### src/rtl/frame_swap_pkg.sv
// Shared types and helpers for the frame swap controller.
//   state_t    : renderer handshake FSM states
//   free_index : lowest buffer index that is neither displayed nor pending
package frame_swap_pkg;

  typedef enum logic [1:0] {
    IDLE     = 2'd0,
    START    = 2'd1,
    RENDER   = 2'd2,
    WAIT_BUF = 2'd3
  } state_t;

  localparam int unsigned MAX_BUFFERS = 3;

  function automatic int unsigned free_index(input int unsigned display,
                                             input int unsigned pending,
                                             input logic        pending_valid);
    int unsigned result;
    logic        found;
    result = 0;
    found  = 1'b0;
    for (int unsigned i = 0; i < MAX_BUFFERS; i++) begin
      if (!found && (i != display) && !(pending_valid && (i == pending))) begin
        result = i;
        found  = 1'b1;
      end
    end
    return result;
  endfunction

endpackage

### src/rtl/frame_swap_controller_rise_detect.sv
// Rising-edge detector for vertical sync.
//   clk, reset : system clock, synchronous active-high reset
//   sig        : level input (vga_vs)
//   rise       : high for the one cycle in which sig is high and was low
// The detector is disarmed for the first cycle after reset so that a level
// already high when reset releases is not mistaken for a fresh edge.
module rise_detect
  import frame_swap_pkg::*;
(
  input  logic clk,
  input  logic reset,
  input  logic sig,
  output logic rise
);

  logic vs_q;
  logic armed_q;

  always_ff @(posedge clk) begin
    if (reset) begin
      vs_q    <= 1'b0;
      armed_q <= 1'b0;
    end else begin
      vs_q    <= sig;
      armed_q <= 1'b1;
    end
  end

  assign rise = sig & ~vs_q & armed_q;

endmodule

### src/rtl/frame_swap_controller.sv
// Double/triple frame buffer swap manager between renderer and VGA scan-out.
//   clk, reset   : system clock, synchronous active-high reset
//   vga_vs       : vertical sync; rising edge is the frame boundary
//   vga_blank    : 1 = active video
//   gpu_done     : renderer frame-complete pulse
//   gpu_we       : renderer pixel write strobe
//   buf_rd_data  : packed read data, buffer i in slice i
//   gpu_start    : pulse telling the renderer to begin on write_idx
//   buf_we       : per-buffer write enable (one-hot or zero)
//   disp_data    : pixel to the DAC (0 outside active video)
//   write_idx    : buffer owned by the renderer
//   display_idx  : buffer being scanned out
//   drop_count   : completed frames discarded unshown (saturating)
//   repeat_count : frame boundaries with no new frame (saturating)
module frame_swap_controller
  import frame_swap_pkg::*;
#(
  parameter int NUM_BUFFERS = 2,
  parameter int DATA_WIDTH  = 4,
  parameter int CNT_WIDTH   = 8
) (
  input  logic                              clk,
  input  logic                              reset,
  input  logic                              vga_vs,
  input  logic                              vga_blank,
  input  logic                              gpu_done,
  input  logic                              gpu_we,
  input  logic [NUM_BUFFERS*DATA_WIDTH-1:0] buf_rd_data,
  output logic                              gpu_start,
  output logic [NUM_BUFFERS-1:0]            buf_we,
  output logic [DATA_WIDTH-1:0]             disp_data,
  output logic [$clog2(NUM_BUFFERS)-1:0]    write_idx,
  output logic [$clog2(NUM_BUFFERS)-1:0]    display_idx,
  output logic [CNT_WIDTH-1:0]              drop_count,
  output logic [CNT_WIDTH-1:0]              repeat_count
);

  localparam int IDX_W  = $clog2(NUM_BUFFERS);
  localparam bit TRIPLE = (NUM_BUFFERS == 3);

  if ((NUM_BUFFERS != 2) && (NUM_BUFFERS != 3)) begin : g_bad_num_buffers
    $error("frame_swap_controller: NUM_BUFFERS must be 2 or 3");
  end

  function automatic logic [CNT_WIDTH-1:0] sat_inc(input logic [CNT_WIDTH-1:0] v);
    return (&v) ? v : v + CNT_WIDTH'(1);
  endfunction

  state_t               state_q, state_d;
  logic [IDX_W-1:0]     display_q, display_d;
  logic [IDX_W-1:0]     write_q, write_d;
  logic [IDX_W-1:0]     pend_q, pend_d;
  logic                 pv_q, pv_d;
  logic [CNT_WIDTH-1:0] drop_q, repeat_q;
  logic                 drop_inc, repeat_inc;
  logic                 vs_rise;

  rise_detect u_vs_rise (
    .clk   (clk),
    .reset (reset),
    .sig   (vga_vs),
    .rise  (vs_rise)
  );

  // ---- state register ----
  always_ff @(posedge clk) begin
    if (reset) begin
      state_q   <= IDLE;
      display_q <= '0;
      write_q   <= IDX_W'(1);
      pend_q    <= '0;
      pv_q      <= 1'b0;
      drop_q    <= '0;
      repeat_q  <= '0;
    end else begin
      state_q   <= state_d;
      display_q <= display_d;
      write_q   <= write_d;
      pend_q    <= pend_d;
      pv_q      <= pv_d;
      if (drop_inc)   drop_q   <= sat_inc(drop_q);
      if (repeat_inc) repeat_q <= sat_inc(repeat_q);
    end
  end

  // ---- next state / buffer ownership ----
  always_comb begin
    state_d    = state_q;
    display_d  = display_q;
    write_d    = write_q;
    pend_d     = pend_q;
    pv_d       = pv_q;
    drop_inc   = 1'b0;
    repeat_inc = 1'b0;

    case (state_q)
      IDLE:     state_d = START;
      START:    state_d = RENDER;
      RENDER:   if (gpu_done) state_d = TRIPLE ? START : WAIT_BUF;
      WAIT_BUF: if (vs_rise)  state_d = START;
      default:  state_d = IDLE;
    endcase

    if ((state_q == RENDER) && gpu_done && vs_rise) begin
      // Frame finished exactly on the boundary: show it now, anything older is stale.
      display_d = write_q;
      drop_inc  = pv_q;
      pv_d      = 1'b0;
      write_d   = IDX_W'(free_index(32'(write_q), 32'd0, 1'b0));
      state_d   = START;
    end else begin
      if ((state_q == RENDER) && gpu_done) begin
        pend_d = write_q;
        pv_d   = 1'b1;
        if (TRIPLE) begin
          if (pv_q) begin
            // Newest frame wins; the renderer recycles the dropped buffer.
            drop_inc = 1'b1;
            write_d  = pend_q;
          end else begin
            write_d = IDX_W'(free_index(32'(display_q), 32'(write_q), 1'b1));
          end
        end
      end
      if (vs_rise) begin
        if (pv_q) begin
          display_d = pend_q;
          pv_d      = 1'b0;
          if (!TRIPLE) write_d = display_q;
        end else begin
          repeat_inc = 1'b1;
        end
      end
    end
  end

  // ---- outputs ----
  always_comb begin
    buf_we    = '0;
    disp_data = '0;
    for (int i = 0; i < NUM_BUFFERS; i++) begin
      if ((state_q == RENDER) && (write_q == IDX_W'(i))) buf_we[i] = gpu_we;
      if (vga_blank && (display_q == IDX_W'(i)))
        disp_data = buf_rd_data[i*DATA_WIDTH +: DATA_WIDTH];
    end
  end

  assign gpu_start    = (state_q == START);
  assign write_idx    = write_q;
  assign display_idx  = display_q;
  assign drop_count   = drop_q;
  assign repeat_count = repeat_q;

  a_write_ne_display: assert property (@(posedge clk) disable iff (reset)
    write_q != display_q);

  // In double mode the pending frame sits in the renderer's own buffer while
  // it waits for vsync, so the pending-distinct check only applies to triple.
  if (TRIPLE) begin : g_pend_chk
    a_pending_distinct: assert property (@(posedge clk) disable iff (reset)
      pv_q |-> ((pend_q != write_q) && (pend_q != display_q)));
  end

endmodule

### config.mk
export PLATFORM = sky130hd
export DESIGN_NAME = frame_swap_controller
export DESIGN_NICKNAME = d
export VERILOG_FILES = /design/src/rtl/frame_swap_pkg.sv /design/src/rtl/frame_swap_controller_rise_detect.sv /design/src/rtl/frame_swap_controller.sv
export SDC_FILE = /design/constraint.sdc
export NUM_CORES = 1
export LEC_CHECK = 0
export BUFFER_PORTS_ARGS = -buffer_cell sky130_fd_sc_hd__buf_2
export CELL_PAD_IN_SITES_DETAIL_PLACEMENT = 1
export CELL_PAD_IN_SITES_GLOBAL_PLACEMENT = 1
export CORE_ASPECT_RATIO = 1.1
export CORE_UTILIZATION = 36
export CTS_CLUSTER_SIZE = 16
export DETAILED_ROUTE_END_ITERATION = 10
export GPL_ROUTABILITY_DRIVEN = 0
export PLACE_DENSITY = 0.87
export SLEW_MARGIN = 20
export SYNTH_ARGS = -nofsm -noshare
export SYNTH_HDL_FRONTEND = slang
export SYNTH_HIERARCHICAL = 1
export SYNTH_SLANG_ARGS = --single-unit
### constraint.sdc
create_clock -name clk -period 2.25 [get_ports clk]
set_input_delay 0.1125 -clock clk [delete_from_list [all_inputs] [get_ports clk]]
set_output_delay 0.1125 -clock clk [all_outputs]
set_load 0.01 [all_outputs]
==> flow_summary.toml, run 1 <==
[logic_synthesis]
avgSynthCellArea_um2 = 8.59
synth_xor_area_frac = 0.0276
synth_fa_ha_area_frac = 0.0591
synth_mux_area_frac = 0.0719
synth_nets = 168
synth_cell_types = 37
synth_seq_cells = 24
yosys.area_share.simple = 0.270
synthCells = 148
synth_compound_area_frac = 0.153
yosys.area.top_type = "dfxtp_1"
seq_area_frac_synth = 0.378
synth_top_family_by_area = "simple AND/OR/NAND/NOR gates"
netlist_area_um2 = 1270
ys_warn_count = 6
synthTopCellsByArea = "dfxtp_1, mux2i_1, ha_1"
synth_top_area_share = 0.378

[global_routing]
grt_pass1_wl_um = 5350
overflow = 0
grt_antenna_before_repair = 0
grt_max_degree = 25
grt_pass1_vias = 1247
grt_use_total = 0.179

[floorplanning]
start_util = 0.379
rows = 22
die_x_um = 58.7
core_um2 = 3360
dieArea_um2 = 3770
pin_count = 39
die_y_um = 64.3

[detailed_routing]
num_vias = 1221
vias_per_cell = 5.20
drtIter0Drc = 21
wirelength_um = 3140
antenna_left = 0
drc = 0
drt-pass1-iter-count = 4
wire_per_inst_um = 13.4

[timing]
rsz0062_at_grt = "no"
period_needed_ps = 1980
slew_violations = 0
finalSetupTns_ps = 0
finalHoldWorstSlack_ps = 18.1
fmax_mhz = 504
finalHoldViolCount = 0
setup_violations = 0
min_period_over_period = 0.881
skew_ps = 3.06
worst_pin_slew_ps = 431
relSlewSlack = 0.712

[finish]
num-nets-final = 208
layout.cells.most_common = "buf_2"
fin_cells = 235
final_cell_mix = "buf_2, dfxtp_1, nor2_1"
area_growth_pct = 23.2
stdcell_area_um2 = 1570
num_antenna_cells = 0
final_layout_size_suffix_gt1_frac = 0.267

[worst_setup_path]
critPathMaxFanout = 8
cp-start-kind = "register"
cp.arrival_ps = 2240
critPathCaptureType = "register"
path_class = "reg2reg"
worstPathRequired_ps = 2500

[clock_tree]
cts-root-buf = "clkbuf_4"
h-tree-depth = 1
numCtsBuffers = 3
cts-resized-gates = 0
clkLatencyLatePin_ps = 310
post-cts-setup-buffers = 0
cts_tree = "built"
clock_sinks = 24
cts_hold_buf = 0
cts.clk_slew.worst_paths_ps = 140
clock_path_buffers = 2

[placement]
port_buffers = 38
dpl_cell_area_um2 = 1510
dpl.hpwl_um = 2390
numPlacedInstances = 231

[power_and_ir_drop]
ir_worst_vdd_v = 0.000317
p_per_area_nw_per_um2 = 656
leakage_nw = 0.695

[outcome]
outcome = "completed"

[worst_hold_path]
hold_class = "in2reg"

[flow_run]
cap_violations = 0
## synthesized netlist by cell type
cell type / instances
a2111oi_2: 1
a211oi_1: 1
a21oi_1: 10
a21oi_2: 1
a311oi_1: 1
a31oi_1: 1
and3_1: 4
and3_2: 1
and3b_1: 1
and4_1: 3
clkbuf_1: 4
dfxtp_1: 24
ha_1: 6
inv_1: 10
mux2_2: 1
mux2i_1: 8
nand2_1: 9
nand2b_1: 1
nand3_1: 7
nand3b_1: 1
nand4_1: 4
nand4_4: 1
nor2_1: 12
nor2b_1: 5
nor3_1: 4
o2111ai_1: 1
o211ai_2: 1
o21a_1: 1
o21ai_0: 8
o21bai_1: 2
o22ai_1: 1
o31ai_1: 1
or2_1: 1
or2_2: 1
or3_1: 6
xnor2_1: 1
xor2_1: 3
## worst paths after layout
path	start	to	slack [ps]	cells past startpoint
worst max-delay path	state_q[0]	repeat_count[5]	270	6
worst min-delay path	vga_vs	u_vs_rise/vs_q	20	2
worst max register to register	state_q[0]	repeat_count[5]	270	6
worst min register to register	pend_q	pend_q	520	2
## registers in the layout, summed over array words and instances (netlist names)
register           cells
display_idx            1
drop_count             8
pend_q                 1
pv_q                   1
repeat_count           8
state_q                2
u_vs_rise/armed_q      1
u_vs_rise/vs_q         1
write_idx              1
## final cells by class
type | count | area [µm²]
fill | 438 | 1790
tap | 48 | 60.1
sequential | 24 | 480
timing repair buffer | 39 | 198
multi-input combinational | 110 | 738
clock buffer | 3 | 22.5
inverter | 10 | 37.5
clock inverter | 1 | 30.0
## power by group
part / total, mW / internal, mW / switching (mW)
Sequential: 0.486 / 0.453 / 0.0333
Clock: 0.315 / 0.180 / 0.135
Combinational: 0.226 / 0.101 / 0.125
## per-layer routing
metal	share of wire	up-vias	global-route usage
li1	-	605	-
met1	0.41	584	0.184
met2	0.53	28	0.359
met3	0.046	4	0.0243
met4	0.0092	0	0.0536
met5	0	-	0
## worst max-delay path: stages, from the launching register on
cell and delay, ps:
dfxtp_1 450, inv_1 70, ha_1 300, a21oi_2 310
o211ai_2 250, or3_1 400, a21oi_1 140
## cells by family (layout without fill, tap and decap cells)
family                     Yosys count  in the layout
xor gates and xnor gates             4              4
buffers and inverters               14             53
muxes                                9              9
AOI/OAI and AO/OA                   30             30
and+or+nand+nor                     61             61
adders and majority gates            6              6
DFF                                 24             24
## through the flow
step | power, mW | util | setup slack, ps
2_1_floorplan | 0.649 | - | 542
3_3_place_gp | 0.700 | 0.451 | 441
3_5_place_dp | 0.724 | 0.451 | 294
4_1_cts | 1.04 | 0.466 | 253
5_1_grt | 1.09 | 0.466 | 93.5
6_report | 1.03 | 0.466 | 267
No activity file was read; power rests on OpenSTA's default activity.
==> run 2: changes to the inputs <==
--- a/config.mk
+++ b/config.mk
@@ -9,6 +9,7 @@
 export CELL_PAD_IN_SITES_DETAIL_PLACEMENT = 1
 export CELL_PAD_IN_SITES_GLOBAL_PLACEMENT = 1
 export CORE_ASPECT_RATIO = 1.1
+export CORE_MARGIN = 10
 export CORE_UTILIZATION = 36
 export CTS_CLUSTER_SIZE = 16
 export DETAILED_ROUTE_END_ITERATION = 10
==> run 2 against run 1 <==
  * Global-route usage fell by 6.7 points
  * Combinational power hardly changed
  * Power down 0.10%
  * Sequential cell count is the same
  * Critical endpoint unchanged
  * Critical path depth did not move
  * Largest cell class unchanged
==> flow_summary.toml, run 2 (synthesis gave the netlist of run 1 again) <==
[outcome]
outcome = "completed"

[placement]
pre_cts_slack_ps = 302
port_buffers = 38
dpl_cell_area_um2 = 1510
dpl.hpwl_um = 2710

[timing]
fmax_mhz = 517
skew_ps = 11.3
slew_violations = 0
finalHoldViolCount = 0
finalHoldWorstSlack_ps = 48.2
rsz0062_at_grt = "no"
worst_pin_slew_ps = 456
finalSetupTns_ps = 0
fin_ws_ps = 317
min_period_over_period = 0.859
period_needed_ps = 1930
relSlewSlack = 0.696
setup_violations = 0

[clock_tree]
numCtsBuffers = 3
post-cts-setup-buffers = 0
cts-root-buf = "clkbuf_4"
clock_path_buffers = 2
clkLatencyLatePin_ps = 320
h-tree-depth = 1
cts_tree = "built"
clock_sinks = 24
cts.clk_slew.worst_paths_ps = 140
cts-resized-gates = 0
cts_hold_buf = 0

[worst_setup_path]
timing.rr.start = "state_q[0]"
cp.arrival_ps = 2200
crit_cells = 6
path_class = "reg2reg"
critPathCaptureType = "register"
worst_path_max_delay_cell = "dfxtp_1"
cp_cell_sequence = "inv_1 -> ha_1 -> a21oi_2 -> o211ai_2 -> or3_1 -> a21oi_1"
rrSetupSlack_ps = 320
r2r_cells = 6
cpLargestDelayFamily = "compound AO/OA/AOI/OAI gates"
crit_buf_inv = 1
cp_slowest_stage_delay_ps = 430
crit_path_end = "repeat_count[5]"
reg2reg_to = "repeat_count[5]"
cp-start-kind = "register"
worstPathRequired_ps = 2520
critPathMaxFanout = 8
critPathLaunch = "state_q[0]"

[finish]
fill_cells = 434
stdcell_area_um2 = 1570
area_growth_pct = 23.2
final_core_util = 0.466
regArea_um2 = 480
num_antenna_cells = 0
layout.cells.most_common = "buf_2"
multi_input_area_um2 = 738
final_layout_size_suffix_gt1_frac = 0.267
final_cell_mix = "buf_2, dfxtp_1, nor2_1"
num-nets-final = 208

[worst_hold_path]
min_from = "vga_vs"
hold_class = "in2reg"

[floorplanning]
core_um2 = 3360
pin_count = 39
dieArea_um2 = 6310
die_y_um = 82.3
start_util = 0.379
rows = 22
die_x_um = 76.7

[detailed_routing]
vias_per_cell = 5.20
num_vias = 1222
drtIter0Drc = 38
antenna_left = 0
wire_per_inst_um = 14.6
drt-pass1-iter-count = 4
wirelength_um = 3430
drc = 0

[global_routing]
grt_use_total = 0.112
grt_pass1_wl_um = 5900
grt_antenna_before_repair = 0
overflow = 0
grt_max_degree = 25
grt_pass1_vias = 1225

[flow_run]
cap_violations = 0

[power_and_ir_drop]
leakage_nw = 0.695
ir_worst_vdd_v = 0.000358
p_per_area_nw_per_um2 = 655
[run 2: final cells by class]
| class | count | share of cell area |
|---|---|---|
| clock inverter | 1 | 0.0192 |
| tap | 48 | 0.0383 |
| timing repair buffer | 39 | 0.126 |
| multi-input combinational | 110 | 0.471 |
| clock buffer | 3 | 0.0144 |
| inverter | 10 | 0.0240 |
| sequential | 24 | 0.307 |
[run 2: power by group]
group          leakage [nW]  total (mW)  switching, mW  internal [mW]
clock network        0.0279       0.315          0.134          0.180
registers             0.195       0.485         0.0320          0.453
logic                 0.472       0.227          0.127          0.100
[run 2: metal layers]
| layer | share of wire | vias up | GRT usage |
|---|---|---|---|
| li1 | - | 609 | - |
| met1 | 0.45 | 579 | 0.129 |
| met2 | 0.50 | 30 | 0.204 |
| met3 | 0.039 | 4 | 0.0281 |
| met4 | 0.0061 | 0 | 0.0335 |
| met5 | 0 | - | 0 |
[run 2: through the flow]
step                      std cells  power, mW
after floorplan                 148      0.649
after global placement          231      0.703
after detailed placement        231      0.725
after CTS                       235       1.04
after global routing            235       1.10
final                           235       1.03
[run 2: worst min path at each step]
stage | to | slack [ps] | depth (start not counted)
after floorplan | u_vs_rise/armed_q | 170 | 1
after global placement | u_vs_rise/vs_q | 340 | 2
after detailed placement | u_vs_rise/vs_q | 370 | 2
after CTS | u_vs_rise/vs_q | 50 | 2
after global routing | u_vs_rise/vs_q | 40 | 2
final | u_vs_rise/vs_q | 50 | 2
[run 2: worst register-to-register path: cells and delay by family, from the launching register on]
| kind | cells | cell delay (ps) |
|---|---|---|
| AND/OR/NAND/NOR | 1 | 400 |
| adder cells (fa/ha/maj) | 1 | 300 |
| buffers and inverters | 1 | 60 |
| flip-flops | 1 | 430 |
| AO/OA/AOI/OAI | 3 | 700 |
